<file path="config.mk">
export PLATFORM = sky130hd
export DESIGN_NAME = mouse_proximity_scheduler_flat
export DESIGN_NICKNAME = d
export VERILOG_FILES = /design/src/rtl/mouse_proximity_scheduler_pkg.sv /design/src/rtl/mouse_proximity_scheduler_if.sv /design/src/rtl/mouse_distance_checker.sv /design/src/rtl/mouse_proximity_scheduler.sv /design/src/flat_wrapper.sv
export SDC_FILE = /design/constraint.sdc
export NUM_CORES = 1
export LEC_CHECK = 0
export CAP_MARGIN = 20
export CORE_MARGIN = 2
export CORE_UTILIZATION = 59
export DETAILED_ROUTE_END_ITERATION = 10
export DONT_BUFFER_PORTS = 1
export PLACE_DENSITY = 0.86
export SYNTH_ARGS = -nofsm -noshare
export SYNTH_HDL_FRONTEND = slang
export SYNTH_SLANG_ARGS = --single-unit
</file>
<file path="constraint.sdc">
create_clock -name clk -period 4.06 [get_ports clk]
set_input_delay 0.406 -clock clk [delete_from_list [all_inputs] [get_ports clk]]
set_output_delay 0.406 -clock clk [all_outputs]
set_load 0.005 [all_outputs]
</file>
<file path="src/rtl/mouse_proximity_scheduler_pkg.sv">
// Shared types and constants for the mouse proximity sweep.
package mouse_proximity_scheduler_pkg;

  localparam int unsigned Q_W             = 32;
  localparam int unsigned FRAC_BITS       = 12;
  localparam int unsigned CLOSE_RADIUS_PX = 20;

  typedef enum logic [2:0] {
    S_IDLE,
    S_LATCH,
    S_REQ,
    S_WAIT,
    S_EVAL,
    S_EMIT,
    S_DONE
  } state_e;

  typedef struct packed {
    logic signed [Q_W-1:0] x;
    logic signed [Q_W-1:0] y;
  } pos_t;

  // One axis: integer part of |obj - ref| strictly below the radius.
  function automatic logic axis_close(input logic signed [Q_W-1:0] p_obj,
                                      input logic signed [Q_W-1:0] p_ref);
    logic signed [Q_W:0] d;
    logic        [Q_W:0] m;
    d = {p_obj[Q_W-1], p_obj} - {p_ref[Q_W-1], p_ref};
    m = d[Q_W] ? (Q_W+1)'(-d) : (Q_W+1)'(d);
    return (m >> FRAC_BITS) < (Q_W+1)'(CLOSE_RADIUS_PX);
  endfunction

endpackage

</file>
<file path="src/rtl/mouse_proximity_scheduler_if.sv">
// Frame, object-store and result signals of the proximity scheduler.
interface mouse_proximity_scheduler_if #(
  parameter int unsigned IDX_W = 4
) ();

  logic              frame_start;
  logic [31:0]       x_mouse;
  logic [31:0]       y_mouse;
  logic              obj_rd_req;
  logic [IDX_W-1:0]  obj_rd_idx;
  logic              obj_rd_valid;
  logic [31:0]       obj_x;
  logic [31:0]       obj_y;
  logic              res_valid;
  logic              res_ready;
  logic [IDX_W-1:0]  res_idx;
  logic              res_close;
  logic              res_dir;
  logic              busy;
  logic              sweep_done;
  logic [IDX_W:0]    close_count;

  modport master (
    input  frame_start, x_mouse, y_mouse, obj_rd_valid, obj_x, obj_y, res_ready,
    output obj_rd_req, obj_rd_idx, res_valid, res_idx, res_close, res_dir,
           busy, sweep_done, close_count
  );

  modport slave (
    output frame_start, x_mouse, y_mouse, obj_rd_valid, obj_x, obj_y, res_ready,
    input  obj_rd_req, obj_rd_idx, res_valid, res_idx, res_close, res_dir,
           busy, sweep_done, close_count
  );

endinterface

</file>
<file path="src/rtl/mouse_distance_checker.sv">
// Combinational closeness / flee-direction check of one object against the mouse.
module mouse_distance_checker
  import mouse_proximity_scheduler_pkg::*;
(
  input  pos_t i_mouse,
  input  pos_t i_obj,
  output logic o_close_c,
  output logic o_dir_c
);

  assign o_close_c = axis_close(i_obj.x, i_mouse.x) && axis_close(i_obj.y, i_mouse.y);
  // Object strictly left of the mouse.
  assign o_dir_c   = $signed(i_obj.x) < $signed(i_mouse.x);

endmodule

</file>
<file path="src/rtl/mouse_proximity_scheduler.sv">
// Sweeps all objects once per frame through one shared distance checker.
module mouse_proximity_scheduler
  import mouse_proximity_scheduler_pkg::*;
#(
  parameter int unsigned N_OBJ = 16,
  parameter int unsigned IDX_W = $clog2(N_OBJ)
) (
  input  logic                         clk,
  input  logic                         rst_n,
  mouse_proximity_scheduler_if.master  bus
);

  localparam logic [IDX_W-1:0] LAST_IDX = IDX_W'(N_OBJ - 1);

  state_e           r_state, w_next;
  pos_t             r_mouse, r_obj;
  logic [IDX_W-1:0] r_idx, r_res_idx;
  logic [IDX_W:0]   r_cnt, r_close_count;
  logic             r_rd_req, r_res_valid, r_res_close, r_res_dir, r_busy, r_sweep_done;
  logic             w_close, w_dir, w_last;

  mouse_distance_checker u_checker (
    .i_mouse   (r_mouse),
    .i_obj     (r_obj),
    .o_close_c (w_close),
    .o_dir_c   (w_dir)
  );

  assign w_last = (r_idx == LAST_IDX);

  // State register.
  always_ff @(posedge clk or negedge rst_n) begin
    if (!rst_n) r_state <= S_IDLE;
    else        r_state <= w_next;
  end

  // Next-state decode; starts while busy are dropped.
  always_comb begin
    w_next = r_state;
    case (r_state)
      S_IDLE:  if (bus.frame_start) w_next = S_LATCH;
      S_LATCH: w_next = S_REQ;
      S_REQ:   w_next = S_WAIT;
      S_WAIT:  if (bus.obj_rd_valid) w_next = S_EVAL;
      S_EVAL:  w_next = S_EMIT;
      S_EMIT:  if (bus.res_ready) w_next = w_last ? S_DONE : S_REQ;
      S_DONE:  w_next = S_IDLE;
      default: w_next = S_IDLE;
    endcase
  end

  // Datapath and registered outputs; strobes are aligned with the state they belong to.
  always_ff @(posedge clk or negedge rst_n) begin
    if (!rst_n) begin
      r_mouse       <= '0;
      r_obj         <= '0;
      r_idx         <= '0;
      r_res_idx     <= '0;
      r_cnt         <= '0;
      r_close_count <= '0;
      r_rd_req      <= 1'b0;
      r_res_valid   <= 1'b0;
      r_res_close   <= 1'b0;
      r_res_dir     <= 1'b0;
      r_busy        <= 1'b0;
      r_sweep_done  <= 1'b0;
    end else begin
      r_rd_req     <= (w_next == S_REQ);
      r_res_valid  <= (w_next == S_EMIT);
      r_sweep_done <= (w_next == S_DONE);
      r_busy       <= (w_next != S_IDLE);
      case (r_state)
        S_LATCH: begin
          r_mouse <= '{x: bus.x_mouse, y: bus.y_mouse};
          r_idx   <= '0;
          r_cnt   <= '0;
        end
        S_WAIT: if (bus.obj_rd_valid) r_obj <= '{x: bus.obj_x, y: bus.obj_y};
        S_EVAL: begin
          r_res_idx   <= r_idx;
          r_res_close <= w_close;
          r_res_dir   <= w_dir;
        end
        S_EMIT: if (bus.res_ready) begin
          r_cnt <= r_cnt + (IDX_W+1)'(r_res_close);
          if (!w_last) r_idx <= r_idx + IDX_W'(1);
        end
        S_DONE:  r_close_count <= r_cnt;
        default: ;
      endcase
    end
  end

  assign bus.obj_rd_req  = r_rd_req;
  assign bus.obj_rd_idx  = r_idx;
  assign bus.res_valid   = r_res_valid;
  assign bus.res_idx     = r_res_idx;
  assign bus.res_close   = r_res_close;
  assign bus.res_dir     = r_res_dir;
  assign bus.busy        = r_busy;
  assign bus.sweep_done  = r_sweep_done;
  assign bus.close_count = r_close_count;

endmodule

</file>
<file path="src/flat_wrapper.sv">
// flat-port wrapper written by rule: the top's interface ports become plain ports
module mouse_proximity_scheduler_flat import mouse_proximity_scheduler_pkg::*;
#(
  parameter int unsigned N_OBJ = 16,
  parameter int unsigned IDX_W = $clog2(N_OBJ)
)
  (clk, rst_n, bus_frame_start, bus_x_mouse, bus_y_mouse, bus_obj_rd_valid, bus_obj_x, bus_obj_y, bus_res_ready, bus_obj_rd_req, bus_obj_rd_idx, bus_res_valid, bus_res_idx, bus_res_close, bus_res_dir, bus_busy, bus_sweep_done, bus_close_count);
  mouse_proximity_scheduler_if #(.IDX_W(IDX_W)) bus_i ();
  input  logic clk;
  input  logic rst_n;
  input wire logic [$bits(bus_i.frame_start)-1:0] bus_frame_start;
  input wire logic [$bits(bus_i.x_mouse)-1:0] bus_x_mouse;
  input wire logic [$bits(bus_i.y_mouse)-1:0] bus_y_mouse;
  input wire logic [$bits(bus_i.obj_rd_valid)-1:0] bus_obj_rd_valid;
  input wire logic [$bits(bus_i.obj_x)-1:0] bus_obj_x;
  input wire logic [$bits(bus_i.obj_y)-1:0] bus_obj_y;
  input wire logic [$bits(bus_i.res_ready)-1:0] bus_res_ready;
  output wire logic [$bits(bus_i.obj_rd_req)-1:0] bus_obj_rd_req;
  output wire logic [$bits(bus_i.obj_rd_idx)-1:0] bus_obj_rd_idx;
  output wire logic [$bits(bus_i.res_valid)-1:0] bus_res_valid;
  output wire logic [$bits(bus_i.res_idx)-1:0] bus_res_idx;
  output wire logic [$bits(bus_i.res_close)-1:0] bus_res_close;
  output wire logic [$bits(bus_i.res_dir)-1:0] bus_res_dir;
  output wire logic [$bits(bus_i.busy)-1:0] bus_busy;
  output wire logic [$bits(bus_i.sweep_done)-1:0] bus_sweep_done;
  output wire logic [$bits(bus_i.close_count)-1:0] bus_close_count;
  assign bus_i.frame_start = bus_frame_start;
  assign bus_i.x_mouse = bus_x_mouse;
  assign bus_i.y_mouse = bus_y_mouse;
  assign bus_i.obj_rd_valid = bus_obj_rd_valid;
  assign bus_i.obj_x = bus_obj_x;
  assign bus_i.obj_y = bus_obj_y;
  assign bus_i.res_ready = bus_res_ready;
  assign bus_obj_rd_req = bus_i.obj_rd_req;
  assign bus_obj_rd_idx = bus_i.obj_rd_idx;
  assign bus_res_valid = bus_i.res_valid;
  assign bus_res_idx = bus_i.res_idx;
  assign bus_res_close = bus_i.res_close;
  assign bus_res_dir = bus_i.res_dir;
  assign bus_busy = bus_i.busy;
  assign bus_sweep_done = bus_i.sweep_done;
  assign bus_close_count = bus_i.close_count;
  mouse_proximity_scheduler #(.N_OBJ(N_OBJ), .IDX_W(IDX_W)) u_core (.clk(clk), .rst_n(rst_n), .bus(bus_i));
endmodule
</file>
==> impl_results.md <==
- Status: finished, violations left
- Failing checks: hold timing, setup timing
- Worst setup path category: reg2reg
- CP startpoint: u_core.r_obj[0]
- Ratio of cells with drive above 1 in the final layout: 13.5%
- Yosys cell types: 86
- CP arrival: 4.50 ns
- Synth Area in XOR/XNOR: 3.25%
- Vias in the first global route: 8,963
- Die H: 139 microns
- Main combinational cell family by area after synthesis: compound AO/OA/AOI/OAI gates
- Post-DP HPWL: 19,200 microns
- Pin count of the biggest net entering global routing: 156
- Synth Area in Compound Gates: 21.8%
- Most common library cell in the layout ignoring fill and taps: dfrtp_1
- Flip-flop and latch count after synthesis: 155
- Post-Syn Area: 0.0108 sq mm
- Mean Syn Cell Area: 8.83 sq um
- Top FF cell, synth: dfrtp_1
- Syn Nets: 1,423
- Tightest Hold Check Type: in2async
- CTS tree: yes
- Min Tclk post-route: 4.19 ns
- Setup Viol. Count Final: 1
- Slowest CP cell: or4b_4
- Slew Viols, Final: 0
- Clock Latency Late Sink: 0.44 ns
- Die Footprint: 0.0194 sq mm
- Multiplexer share of the synthesized area: 8.67%
- Final hold viol count: 17
- CTS max path bufs: 2
- Max-cap viol count: 0
- Global-route wire length before repair: 43,300 microns
- Commonest cells after routing, fill and taps aside: dfrtp_1, nand2_1, o21ai_0
- Vias per std cell: 6.39
- Worst Slack Setup Final: -0.126 ns
- Post-Route Utilization: 65.6%
- FF-to-FF Start: u_core.r_obj[0]
- Total Routing Usage GR: 26.9%
- DR vias: 9,355
- Post-synth EDFFs: 0
- GRT overflow: 0
- Final Skew: 0.0115 ns
- CTS Buf Count: 17
- Register area share after synthesis: 36.0%
- Routability cong.: 0.961
- Area growth syn-to-layout: 9.29%
- Ys Warns: 0
- Die W: 139 microns
- Worst hold slack: -0.0204 ns
- I/O Pins: 152
- Fmax: 239 MHz
- Crit share post-route: 103%
- Mapped Cells: 1,221
- Worst slew pin tran: 0.819 ns
- Initial DRC count: 709
- Drt drc: 0
- Worst Path Required: 4.38 ns
- Initial antenna violation count: 3
- Reg clk slew, reported paths: 0.06 ns
- Max H-tree Level: 4
- Simple-Gate Fraction of Synth Area: 17.4%
- Worst-path cell chain: inv_1 -> ha_2 -> fa_1 -> nand2b_1 -> a211oi_4 -> buf_4 -> o21a_1 -> o21ai_0 -> a221oi_1 -> or4b_4 -> nor4_4 -> buf_4 -> a21oi_1 -> o21a_1 -> o21ai_1 -> nor4_2 -> a32o_1
- WL/cell: 17.8 microns
- Routed Antenna Nets: 0
- Async set-or-reset flop fraction in the synthesized netlist: 100%
- Input/output buffers: 0
- Worst slew margin relative to its limit: 44.8%
- Core ar.: 0.0180 sq mm
- Initial Utilization: 60.0%
- Total Wirelength: 26,100 microns
- Row cnt: 49
- Slowest stage delay, CP: 0.53 ns
- RSZ-0062 raised after global routing: true
- Final net count: 1,424
- Post-synthesis adder-cell area fraction: 8.15%
- Crit. End Element: flip-flop
- Worst Path Buf+Inv: 3
- Clk sinks: 155
- Top delay family on crit path: compound AO/OA/AOI/OAI gates
- Root Driver: clkbuf_16
- CP startpoint kind: flip-flop
- Max FO, Critical Path: 5
- Pre-antenna DRT Iters: 7
==> cell families after synthesis <==
group / after synthesis
compound gates: 361
xor+xnor: 40
fa+ha+maj: 69
buf+inv: 134
flops: 155
mux: 84
simple gates: 378
==> flip-flops by register name, indices dropped and copies added, names as in the netlist <==
| name | count |
|---|---|
| u_core.bus.res_idx | 4 |
| u_core.r_state | 3 |
| u_core.bus.res_dir | 1 |
| u_core.bus.obj_rd_req | 1 |
| u_core.bus.busy | 1 |
| u_core.r_cnt | 5 |
| u_core.bus.sweep_done | 1 |
| u_core.bus.obj_rd_idx | 4 |
| u_core.bus.close_count | 5 |
| u_core.r_mouse | 64 |
| u_core.bus.res_valid | 1 |
| u_core.r_obj | 64 |
| u_core.bus.res_close | 1 |
==> cell usage after synthesis, types with 5 or more instances <==
library cell / count / area share [%]
a211oi_1: 17 / 1.2
dfrtp_1: 155 / 36
mux2_2: 75 / 7.8
xnor2_1: 21 / 1.7
mux2i_1: 9 / 0.84
o21a_1: 17 / 1.2
nand2b_1: 12 / 0.70
nor4_1: 9 / 0.52
o221ai_1: 5 / 0.41
nand2_1: 130 / 4.5
a21o_1: 14 / 0.97
o211a_1: 6 / 0.56
or3_1: 11 / 0.64
nor3_1: 26 / 1.2
and4_1: 5 / 0.41
nor2b_1: 12 / 0.70
o21bai_1: 6 / 0.42
nor2_1: 73 / 2.5
and2_1: 9 / 0.52
inv_1: 78 / 2.7
nand3_1: 26 / 1.2
nand3b_1: 5 / 0.35
a311oi_1: 7 / 0.57
a31oi_1: 15 / 0.87
o21ai_0: 113 / 5.2
o211ai_1: 10 / 0.70
o2111ai_1: 8 / 0.65
a21oi_1: 73 / 3.4
nand4_1: 22 / 1.3
a22o_1: 6 / 0.49
xor2_1: 19 / 1.5
and3_1: 12 / 0.70
ha_1: 67 / 7.8
o21ai_1: 10 / 0.46
clkbuf_1: 49 / 1.7
==> cell type report <==
cell class,instances,area [sq um]
antenna,1,2.50
timing repair buffer,37,310
fill,1464,6180
clock inverter,5,58.8
inverter,79,297
tap,229,287
clock buffer,25,505
multi-input combinational,932,6440
sequential,155,3880
==> final timing paths <==
kind                       cells after the start                    to  slack, ns
max                                           17  u_core.bus.res_close      -0.13
min reg2reg                                    1      u_core.r_obj[32]       0.51
max in group asynchronous                      1     u_core.r_mouse[9]       3.52
max reg2reg                                   17  u_core.bus.res_close      -0.13
min in group clk                               1  u_core.bus.res_valid       0.06
min                                            1      u_core.r_obj[42]      -0.02
==> through the flow <==
| step | instance area, sq um | instances | TNS (ns) | worst slack, ns |
|---|---|---|---|---|
| after floorplan | 10800 | 1221 | 0 | 0.163 |
| final | 11800 | 1463 | -0.126 | -0.126 |
| after global routing | 11800 | 1462 | -0.302 | -0.302 |
| after global placement | 11100 | 1429 | -0.0542 | -0.0542 |
| after detailed placement | 11100 | 1429 | -0.153 | -0.153 |
| after CTS | 11700 | 1460 | -0.0350 | -0.0350 |
==> timing repair <==
action | 4_1_cts | 5_1_grt
endpoints found under the hold margin | 155 | 0
setup endpoints to repair | 1 | 1
pin swaps | 7 | 6
setup buffers | 0 | 2
hold buffers | 1 | 0
gates resized for setup | 1 | 8
==> layer usage <==
layer	global-route usage [%]	part of all wire, %	vias to the layer above
met5	0	0.10	-
met4	7.87	2.1	4
met3	6.35	7.6	59
met2	42.8	46	390
met1	36.9	44	4447
li1	-	-	4455
Power is not shown: default switching activity piles up to over one toggle a cycle in this logic, so the estimate is an artifact.
==> RTL change: new RTL, same flow settings <==
Encoding of `state_e`: now one-hot (7 bits for 7 states).
--- a/src/rtl/mouse_proximity_scheduler_pkg.sv
+++ b/src/rtl/mouse_proximity_scheduler_pkg.sv
@@ -7,10 +7,10 @@
 
-  typedef enum logic [2:0] {
-    S_IDLE,
-    S_LATCH,
-    S_REQ,
-    S_WAIT,
-    S_EVAL,
-    S_EMIT,
-    S_DONE
+  typedef enum logic [6:0] {
+    S_IDLE  = 7'b0000001,
+    S_LATCH = 7'b0000010,
+    S_REQ   = 7'b0000100,
+    S_WAIT  = 7'b0001000,
+    S_EVAL  = 7'b0010000,
+    S_EMIT  = 7'b0100000,
+    S_DONE  = 7'b1000000
   } state_e;
Formal check against the unedited RTL: no difference found for any inputs over 10 cycles, from zero or initial values and one cycle with rst_n low; not proved beyond that.
==> RTL change against the unedited design <==
- the run ends with hold timing left
- routed wire length increased by 4.4%
- worst setup slack improved by 0.24 ns
- sequential cell count increased by 4
- count of clock-buffer cells in the layout decreased by 7
- synthesized area increased by 4.4%
- design area increased by 3.1%
- cell count increased by 3.1%
- die area increased by 4.2%
- synthesized cell count increased by 4.5%
==> RTL change: results <==
group,metric,value,unit
timing,whs,-0.326,ns
detailed_routing,vias,9641,
place,dpl_cell_area,11400,um2
global_route,track_usage,0.266,
synthesis,synth_async_sr_flop_share,1.00,
power_and_ir_drop,ir_drop,0.544,mV
place,gp_congestion,0.937,
place,hpwl,19800,um
clock_tree,cts_inserted_buffers,17,
clock_tree,cts_buffer_depth,2,
setup_path,cp_max_fo,5,
synthesis,yosys-top-cells-count,"dfrtp_1, nand2_1, o21ai_0",
timing,worst_pin_slew,0.951,ns
clock_tree,clk_latency,0.44,ns
global_route,grt_max_degree,160,
timing,finalHoldViolations,159,
global_route,grt_pass1_wl,43900,um
clock_tree,clkTransAtPathRegs,0.07,ns
setup_path,cp.arrival,4.30,ns
worst_hold_path,hold_class,"in -> async",
detailed_routing,dr.pass1.iters,6,
layout,fillers,1507,
layout,final_layout_size_suffix_gt1_frac,0.147,
setup_path,slowest_stage,"or4_4",
synthesis,synth_area_leaders,"dfrtp_1, ha_1, mux2_2",
global_route,grt_pass1_vias,9119,
run_status,violations,"hold timing",
layout,top_regs,"u_core.r_mouse (64), u_core.r_obj (64), u_core.r_state (7)",
clock_tree,h-tree-depth,4,
place,port_buffers,0,
global_route,antenna_found_initial,3,
detailed_routing,drtIter0Drc,757,
synthesis,synth_cell_types,98,
detailed_routing,drt-total-wl,27200,um
setup_path,rr_worst_depth,16,
power_and_ir_drop,power.leakage,0.00542,uW
synthesis,yosysSeqAreaShare,0.354,
setup_path,crit_path_max_incr_delay,0.49,ns
clock_tree,ctsRootBufferMaster,"clkbuf_16",
run_status,outcome,"finished with violations",
synthesis,yosys_warnings,0,
timing,fin_worst_skew,0.00999,ns
layout,fin_nets,1462,
[RTL change: where the power goes]
group / total [uW] / leakage, uW / switching [uW] / internal (uW)
logic: 8390 / 0.00313 / 5110 / 3290
registers: 2430 / 0.00201 / 261 / 2170
clock network: 1580 / 0.000276 / 747 / 832
[RTL change: final cells by class]
cell class,count,share of cell area
Antenna cell,1,0.000206
Clock inverter,14,0.0116
Clock buffer,18,0.0362
Timing Repair Buffer,21,0.0140
Inverter,82,0.0254
Multi-Input combinational cell,979,0.561
Tap cell,234,0.0241
Sequential cell,159,0.328
[RTL change: metal layers]
layer / track usage / vias up / wire, um
li1: - / 4598 / -
met1: 0.360 / 4605 / 12100
met2: 0.426 / 375 / 12500
met3: 0.0680 / 63 / 2120
met4: 0.0726 / 0 / 536
met5: 0 / - / 0
[RTL change: worst paths after layout]
| kind | startpoint | to | slack [ns] |
|---|---|---|---|
| setup reg to reg | u_core.r_obj[32] | u_core.bus.res_close | 0.11 |
| max in group asynchronous | rst_n | u_core.r_state[0] | 4.05 |
| min in group clk | bus_x_mouse[18] | u_core.r_mouse[50] | 0.08 |
| hold reg to reg | u_core.r_mouse[0] | u_core.r_mouse[0] | 0.51 |
| setup / recovery | u_core.r_obj[32] | u_core.bus.res_close | 0.11 |
| hold / removal | rst_n | u_core.r_obj[50] | -0.33 |
[RTL change: critical path: cells and delay by family, from the launching register on]
family / cells / cell delay, ns
flops: 1 / 0.39
buf+inv: 2 / 0.13
compound gates: 7 / 1.14
simple gates: 5 / 1.68
fa+ha+maj: 2 / 0.52
[RTL change: what timing repair did]
item | in CTS | in global routing
setup buffers | 0 | 4
hold endpoints to repair | 159 | 159
setup endpoints to repair | 1 | 1
resized for setup | 1 | 29
pin swaps | 1 | 12
[RTL change: through the flow]
stage	std cells	TNS [ns]	worst slack, ns	hold WS (ns)	utilization
after global routing	1508	-0.0993	-0.0993	-0.342	0.649
final	1508	0	0.114	-0.326	0.649
after global placement	1471	0	0.165	0.121	0.610
after detailed placement	1471	0	0.0636	0.121	0.610
after CTS	1503	0	0.0207	-0.344	0.641
after floorplan	1276	0	0.301	0.110	-
[RTL change: cells by family (layout without fill, tap and decap cells)]
| kind of cell | after synthesis | in the layout | share of synthesized area |
|---|---|---|---|
| AOI/OAI and AO/OA | 360 | 360 | 0.211 |
| xor gates and xnor gates | 41 | 41 | 0.0319 |
| adders and majority gates | 70 | 70 | 0.0790 |
| buffers and inverters | 138 | 135 | 0.0533 |
| DFF | 159 | 159 | 0.354 |
| muxes | 83 | 83 | 0.0821 |
| other | 0 | 1 | 0 |
| and+or+nand+nor | 425 | 425 | 0.189 |
